## src/rtl/eeg_loader_pkg.sv

```systemverilog
// Shared types, memory map and number-format tables for the EEG input path.
// Also holds the loader FSM state type and the counter trigger modes.
package eeg_loader_pkg;

    localparam int PATCH_LEN   = 256;
    localparam int NUM_PATCHES = 15;

    typedef logic [15:0] AdcData_t;
    typedef logic [15:0] IntResAddr_t;
    typedef logic [29:0] IntResDouble_t;

    typedef enum logic {SINGLE_WIDTH, DOUBLE_WIDTH} DataWidth_t;
    typedef enum logic [1:0] {INT_RES_SW_FX, INT_RES_DW_FX, INT_RES_SW_INT} FxFormatIntRes_t;

    typedef enum logic [1:0] {EEG_INPUT_MEM, PATCH_EMB_MEM, ACTIVATION_MEM} MemRegion_t;
    localparam IntResAddr_t mem_map [3] = '{16'd0, 16'd4096, 16'd8192};

    typedef enum logic {EEG_FORMAT, EMB_FORMAT} FormatSel_t;
    localparam FxFormatIntRes_t int_res_format [2] = '{INT_RES_DW_FX, INT_RES_SW_FX};

    typedef enum logic [1:0] {IDLE, LOAD, DONE} EegLoaderState_t;

    typedef enum logic {POSEDGE_TRIGGERED, NEGEDGE_TRIGGERED} CounterMode_t;

    // An unsigned 16-bit ADC code becomes a non-negative fraction with 20 fractional bits.
    function automatic IntResDouble_t adc_to_int_res(input AdcData_t sample);
        return {10'b0, sample, 4'b0000};
    endfunction

endpackage

```

## src/rtl/eeg_loader_counter.sv

```systemverilog
// Generic synchronous-clear up-counter; MODE selects which clock edge updates it.
module eeg_loader_counter
    import eeg_loader_pkg::*;
#(
    parameter int           WIDTH = 8,
    parameter CounterMode_t MODE  = POSEDGE_TRIGGERED
) (
    input  logic             clk,
    input  logic             rst_n,
    input  logic             clr_i,
    input  logic             inc_i,
    output logic [WIDTH-1:0] cnt_o
);

    logic [WIDTH-1:0] cnt_q;
    logic [WIDTH-1:0] cnt_d;

    always_comb begin
        cnt_d = cnt_q;
        if (clr_i) begin
            cnt_d = '0;
        end else if (inc_i) begin
            cnt_d = cnt_q + 1'b1;
        end
    end

    generate
        if (MODE == POSEDGE_TRIGGERED) begin : g_pos
            always_ff @(posedge clk or negedge rst_n) begin
                if (!rst_n) begin
                    cnt_q <= '0;
                end else begin
                    cnt_q <= cnt_d;
                end
            end
        end else begin : g_neg
            always_ff @(negedge clk or negedge rst_n) begin
                if (!rst_n) begin
                    cnt_q <= '0;
                end else begin
                    cnt_q <= cnt_d;
                end
            end
        end
    endgenerate

    assign cnt_o = cnt_q;

endmodule

```

## src/rtl/eeg_loader.sv

```systemverilog
// Streams one epoch of ADC samples into int-res memory through a single-entry
// holding register, converting each sample to double-width fixed point.
module eeg_loader
    import eeg_loader_pkg::*;
#(
    parameter int          NUM_SAMPLES = NUM_PATCHES * PATCH_LEN,
    parameter IntResAddr_t BASE_ADDR   = mem_map[EEG_INPUT_MEM],
    localparam int         CNT_W       = $clog2(NUM_SAMPLES + 1)
) (
    input  logic            clk,
    input  logic            rst_n,
    input  logic            start,
    input  logic            abort,
    input  logic            adc_valid,
    input  AdcData_t        adc_data,
    output logic            adc_ready,
    output logic            mem_wr_en,
    input  logic            mem_wr_grant,
    output IntResAddr_t     mem_wr_addr,
    output IntResDouble_t   mem_wr_data,
    output DataWidth_t      mem_wr_width,
    output FxFormatIntRes_t mem_wr_format,
    output logic            busy,
    output logic            done,
    output logic [CNT_W-1:0] sample_cnt
);

    localparam logic [CNT_W:0]   NUM_EXT  = (CNT_W + 1)'(NUM_SAMPLES);
    localparam logic [CNT_W-1:0] LAST_IDX = CNT_W'(NUM_SAMPLES - 1);

    EegLoaderState_t state_q, state_d;
    logic            hold_full_q, hold_full_d;
    AdcData_t        hold_data_q, hold_data_d;
    logic            accept;
    logic            grant_fire;
    logic            cnt_clr;
    logic [CNT_W:0]  in_flight;

    // Samples already committed to this epoch: written ones plus the one waiting in the holding register.
    assign in_flight  = {1'b0, sample_cnt} + {{CNT_W{1'b0}}, hold_full_q};
    assign grant_fire = hold_full_q && mem_wr_grant;
    assign adc_ready  = (state_q == LOAD) && (!hold_full_q || mem_wr_grant) && (in_flight < NUM_EXT);
    assign accept     = adc_valid && adc_ready;

    always_comb begin
        state_d     = state_q;
        hold_full_d = hold_full_q;
        hold_data_d = hold_data_q;
        cnt_clr     = 1'b0;
        unique case (state_q)
            IDLE: begin
                if (start && !abort) begin
                    state_d     = LOAD;
                    hold_full_d = 1'b0;
                    cnt_clr     = 1'b1;
                end
            end
            LOAD: begin
                if (abort) begin
                    state_d     = IDLE;
                    hold_full_d = 1'b0;
                end else begin
                    // A same-cycle accept refills the register that the grant just drained.
                    if (accept) begin
                        hold_full_d = 1'b1;
                        hold_data_d = adc_data;
                    end else if (grant_fire) begin
                        hold_full_d = 1'b0;
                    end
                    if (grant_fire && (sample_cnt == LAST_IDX)) begin
                        state_d = DONE;
                    end
                end
            end
            DONE: begin
                state_d     = IDLE;
                hold_full_d = 1'b0;
            end
            default: begin
                state_d     = IDLE;
                hold_full_d = 1'b0;
            end
        endcase
    end

    always_ff @(posedge clk or negedge rst_n) begin
        if (!rst_n) begin
            state_q     <= IDLE;
            hold_full_q <= 1'b0;
            hold_data_q <= '0;
        end else begin
            state_q     <= state_d;
            hold_full_q <= hold_full_d;
            hold_data_q <= hold_data_d;
        end
    end

    eeg_loader_counter #(
        .WIDTH (CNT_W),
        .MODE  (POSEDGE_TRIGGERED)
    ) u_sample_cnt (
        .clk   (clk),
        .rst_n (rst_n),
        .clr_i (cnt_clr),
        .inc_i (grant_fire),
        .cnt_o (sample_cnt)
    );

    assign mem_wr_en     = hold_full_q;
    assign mem_wr_addr   = BASE_ADDR + IntResAddr_t'(sample_cnt);
    assign mem_wr_data   = adc_to_int_res(hold_data_q);
    assign mem_wr_width  = DOUBLE_WIDTH;
    assign mem_wr_format = int_res_format[EEG_FORMAT];
    assign busy          = (state_q != IDLE);
    assign done          = (state_q == DONE);

endmodule

```

## config.mk

```make
export PLATFORM = sky130hd
export DESIGN_NAME = eeg_loader
export DESIGN_NICKNAME = d
export VERILOG_FILES = /design/src/rtl/eeg_loader_pkg.sv /design/src/rtl/eeg_loader_counter.sv /design/src/rtl/eeg_loader.sv
export SDC_FILE = /design/constraint.sdc
export NUM_CORES = 1
export LEC_CHECK = 0
export CAP_MARGIN = 10
export CELL_PAD_IN_SITES_DETAIL_PLACEMENT = 1
export CELL_PAD_IN_SITES_GLOBAL_PLACEMENT = 1
export CORE_MARGIN = 2
export CORE_UTILIZATION = 30
export DETAILED_ROUTE_END_ITERATION = 8
export PLACE_DENSITY_LB_ADDON = 0.1
export SKIP_LAST_GASP = 1
export SLEW_MARGIN = 20
export SYNTH_ARGS = -nofsm -noshare
export SYNTH_HDL_FRONTEND = slang
export SYNTH_SLANG_ARGS = --single-unit
export TNS_END_PERCENT = 5
```

## constraint.sdc

```tcl
create_clock -name clk -period 2.6 [get_ports clk]
set_clock_uncertainty 0.1 [all_clocks]
set_input_delay 0.26 -clock clk [delete_from_list [all_inputs] [get_ports clk]]
set_output_delay 0.26 -clock clk [all_outputs]
set_load 0.005 [all_outputs]
```

# Word-level counts from Yosys, hierarchy flattened

Cells that the tools add are included.
Widths: inputs -> output; s select.

Register bits: 31
Input bits: 22
Output and inout bits: 65
Logic and storage cells: 42

$add $sub $neg: 2
Order comparisons: 1
Eq/ne operators: 6
Multiplexer cells: 13
Bitwise operators: 1
Reductions and logical operators: 15

Operators with widths:

| kind                  | number |
|---|---|
| $mux 12               | 2 |
| $add 12x1->13         | 1 |
| $lt 13x12->1 const B  | 1 |
| $add 12x1->12 const B | 1 |
| $eq 12x12->1 const B  | 1 |
| $logic_and 1x1->1     | 6 |
| $mux 1                | 6 |
| $mux 2                | 3 |
| $ne 4x4->1 const B    | 1 |
| $pmux 2 s2            | 1 |
| $reduce_and 2->1      | 2 |
| $reduce_bool 2->1     | 2 |
| $ne 3x2->1 const B    | 1 |
| $reduce_and 3->1      | 1 |
| $eq 2x1->1 const B    | 1 |
| $eq 2x2->1 const B    | 1 |
| $logic_not 1->1       | 2 |
| $logic_not 2->1       | 1 |
| $ne 2x2->1 const B    | 1 |
| $pmux 1 s2            | 1 |
| $logic_or 1x1->1      | 1 |
| $not 1->1             | 1 |

# Depth between registers and ports, before layout

Depth in word-level cells: 8
Mapped depth: 5

# Cells and area by module

Synthesis repeated with hierarchy kept, for this count alone.

Cells, all modules: 152
Area total of the unflattened synthesis: 1729.2 µm²

By module, submodules not included:

| module             | instances | cells each | area an instance (µm²) | sequential area each (µm²) |
|---|---|---|---|---|
| eeg_loader         | 1         | 95         | 1141.1                 | 475.5 |
| eeg_loader_counter | 1         | 57         | 588.1                  | 300.3 |

# Worst setup path after synthesis

OpenSTA, ideal clock, no wires.

Path kind: flip-flop to flip-flop
From: register u_sample_cnt.cnt_q[4] (netlist: u_sample_cnt.cnt_o[4])
To: register hold_data_q[0]
Data arrival time: 1.585 ns
Slack: 0.790 ns
Stages on the path, launching flop included: 6
Clock period less this slack: 1.810 ns
Path through: dfrtp_1 and4_4 a31oi_4 o2111ai_4 buf_12 mux2_4

Cells in the longest elaborated chain, start to end: 5

Ends and longest elaborated chain:

| element                    | RTL line                 | text |
|---|---|---|
| start: declaration         | eeg_loader_counter.sv:15 | `logic [WIDTH-1:0] cnt_q;` |
| start signal: assignment   | eeg_loader_counter.sv:33 | `cnt_q <= cnt_d;` |
| $add 12x1->13              | eeg_loader.sv:40         | `assign in_flight = {1'b0, sample_cnt} + {{CNT_W{1'b0}}, hold_full_q};` |
| $lt 13x12->1               | eeg_loader.sv:42         | `assign adc_ready = (state_q == LOAD) && (!hold_full_q \|\| mem_wr_grant) && (in_flight < NUM_EXT);` |
| $logic_and 1x1->1          | eeg_loader.sv:42         |  |
| $logic_and 1x1->1          | eeg_loader.sv:43         | `assign accept = adc_valid && adc_ready;` |
| $reduce_and 3->1 (no line) | -                        |  |
| end signal: assignment     | eeg_loader.sv:94         | `hold_data_q <= hold_data_d;` |
| end: declaration           | eeg_loader.sv:33         | `AdcData_t hold_data_q, hold_data_d;` |

Every way passes these cells.
A chain may end at the register's enable or synchronous reset.

# Final worst setup path

From: register u_sample_cnt.cnt_q[4] (netlist: u_sample_cnt.cnt_o[4])
To: output adc_ready

Cells in the longest elaborated chain, start to end: 3

Ends and longest elaborated chain:

| element           | RTL line         | text |
|---|---|---|
| $add 12x1->13     | eeg_loader.sv:40 |  |
| $lt 13x12->1      | eeg_loader.sv:42 |  |
| $logic_and 1x1->1 | eeg_loader.sv:42 |  |
| end: declaration  | eeg_loader.sv:16 | `output logic adc_ready,` |

Every way passes these cells.

==> metrics <==
number of I/O port buffers=65; fin crit share=85.5%; Largest delay share family, worst path=buffers and inverters; Synth Area per Inst=11.5 µm²; status=finished, final reports clean; final setup TNS=0 ps; Setup crit end=adc_ready; Post-Synthesis Cells=150; Post-Synth Simple-Gate Area=15.4%; slowest cell on the critical path=clkdlybuf4s50_1; CTS tree=done; Yosys Warn Count=0; unique cell type count in the Yosys netlist=37; CTS Buffer Depth=2; Reg power frac=44.8%; post-DP HPWL=2870 µm; root buf cell=clkbuf_8; synthesis-to-finish area growth=37.1%; fmax=450 MHz; htree depth=2; post-route ant nets=0; row count=27; post-synthesis xor/xnor area fraction=4.58%; worst hold path class=input port to async pin; global-route wire length before repair=6220 µm; layout cells sized above 1=17.2%; Setup crit end kind=output port; number of synthesized flops with an enable pin=0; Die Span X=79.8 µm; final hold vios=0; cell count along the critical path=4; Top Ports=87; WP data required=2240 ps; grt total ovfl=0; r2r endpoint=hold_data_q[10]; Initial Util=31.1%; switching pwr=0.000372 W; diode count=0; 1st-iter DRT viols=41; Worst-Margin Slew=688 ps; worst path cell trace=and4_4, a31oi_4, o21a_1, clkdlybuf4s50_1; main combinational cell family by area after synthesis=buffers and inverters; Comb pwr share=29.9%; Clk pin slew, worst setup/hold paths=70 ps; GP Congestion=0.722; Adder-Cell Fraction of Synth Area=0.726%; Die Span Y=79.8 µm; gr usage total=12.9%; Crit. Startpoint=u_sample_cnt.cnt_o[4]; cts hold-fix bufs=0; die area=6360 µm²; Hold WS=293 ps; sequential cell area fraction in the yosys report=45.0%; slowest stage delay, CP=500 ps; WP data arrival=1860 ps; Peak VDD IR=0.267 mV; Clock power frac=25.3%; vias post-DR=1203; CP bufs+invs=1; post-CTS setup buffers=0; Slew headroom=54.1%; largest net degree at the start of global routing=32; initial antenna violation count=0; Synth Area in Compound Gates=5.45%; RSZ-0062 raised after global routing=false; Finished Core Util=42.6%; Slew Viols, Final=0; Post-Syn Area=1720 µm²; critical path class=register to output port; fraction of registers with async set or reset after synthesis=100%; reg2reg start=u_sample_cnt.cnt_o[4]; Tmin final=2220 ps; Via density=4.28; final WL=3800 µm; Routed WL per cell=13.5 µm; Yosys reg bits=31; R2R Setup Slk=490 ps; Power Density=611 nW/µm²; crit start category=register; setup violators final=0; post-synthesis mux area share=12.4%; worst-path maximum fanout=9; vias in the first global route=1258; clk sink count=31; DRT Pass-1 Iters=3; DRC errors left=0; Worst-Skew Late Latency=280 ps; Max Cap Viol=0; LEAKAGE=1.02 nW; R2R depth=4; total CTS buffers=5; internal cell power=0.00107 W; Net Sw Frac=25.8%; post_cts resized=0; Core ar.=5540 µm²; Final #Nets=231; main flop type after synthesis=dfrtp_1
==> worst reg2reg max path, delay by kind of cell, from the launching register on <==
| kind | cells | cell delay [ps] |
|---|---|---|
| multiplexers | 1 | 410 |
| AND/OR/NAND/NOR | 1 | 290 |
| AO/OA/AOI/OAI | 2 | 710 |
| flip-flops | 1 | 480 |
==> registers in the layout, indices dropped and copies added (netlist names) <==
register	flops
hold_data_q	16
u_sample_cnt.cnt_o	12
mem_wr_en	1
state_q	2
==> synthesized netlist by cell type, types with 2 or more instances <==
master	count	share of area, %
a21oi_1	3	0.87
buf_4	33	14
conb_1	2	0.44
dfrtp_1	31	45
mux2_2	7	4.6
mux2_4	9	7.8
nand2_1	8	1.7
nand3_1	5	1.5
nand4_1	2	0.73
nor2_1	9	2.0
nor2b_1	3	1.1
nor3_1	2	0.58
nor4_1	2	0.73
o21ai_0	2	0.58
or2_2	2	0.73
or3_1	2	0.73
xnor2_1	2	1.0
xor2_1	7	3.6
==> logic make-up (layout without fill, tap and decap cells) <==
kind of cell	after synthesis	count (layout)
AO/OA/AOI/OAI	10	10
multiplexers	16	16
other	2	21
adder cells (fa/ha/maj)	1	1
flip-flops	31	31
AND/OR/NAND/NOR	45	45
XOR/XNOR	9	9
buffers and inverters	36	76
==> routing by layer <==
metal	track usage, %	share of wire (%)
met5	0	0
met4	5.08	1.7
met3	5.66	8.2
met2	21.3	50
met1	14.7	40
==> power by group through the flow <==
stage	combinational, W	clock, W	sequential (W)
3_5_place_dp	0.000438	0	0.000656
2_1_floorplan	0.000188	0	0.000651
5_1_grt	0.000466	0.000409	0.000662
4_1_cts	0.000442	0.000383	0.000649
3_3_place_gp	0.000432	0	0.000651
6_report	0.000432	0.000365	0.000646
==> cell type report <==
class / count / area (µm²)
fill: 634 / 3180
sequential: 31 / 776
multi-input combinational: 102 / 743
timing repair buffer: 67 / 666
tap: 72 / 90.1
clock buffer: 5 / 68.8
clock inverter: 3 / 15.0
inverter: 1 / 3.75
==> cell usage in the layout (no fill, tap or decap), types with 3 or more instances in the layout <==
master            n
clkdlybuf4s50_1  65
nand3_1           5
conb_1           21
mux2_4            9
a21oi_1           3
mux2_2            7
dfrtp_1          31
xor2_1            7
nor2_1            9
nand2_1           8
clkbuf_8          5
clkinv_2          3
nor2b_1           3
==> worst min-delay path by stage <==
stage / start / to / slack, ps / cells past startpoint
5_1_grt: rst_n / u_sample_cnt.cnt_o[1] / 320 / 2
3_3_place_gp: hold_data_q[8] / hold_data_q[8] / 390 / 1
4_1_cts: rst_n / hold_data_q[5] / 300 / 2
2_1_floorplan: rst_n / hold_data_q[0] / -140 / 0
6_report: rst_n / u_sample_cnt.cnt_o[3] / 290 / 2
3_5_place_dp: hold_data_q[11] / hold_data_q[11] / 400 / 1
==> metrics by stage <==
| step | setup slack (ps) | std cells | power (W) | area (µm²) |
|---|---|---|---|---|
| floorplan | 790 | 169 | 0.000840 | 1790 |
| global placement | 375 | 273 | 0.00108 | 2280 |
| detailed placement | 342 | 273 | 0.00109 | 2280 |
| CTS | 350 | 281 | 0.00147 | 2360 |
| global route | 283 | 281 | 0.00154 | 2360 |
| finish | 376 | 281 | 0.00144 | 2360 |
(Power assumes the default switching activity.)
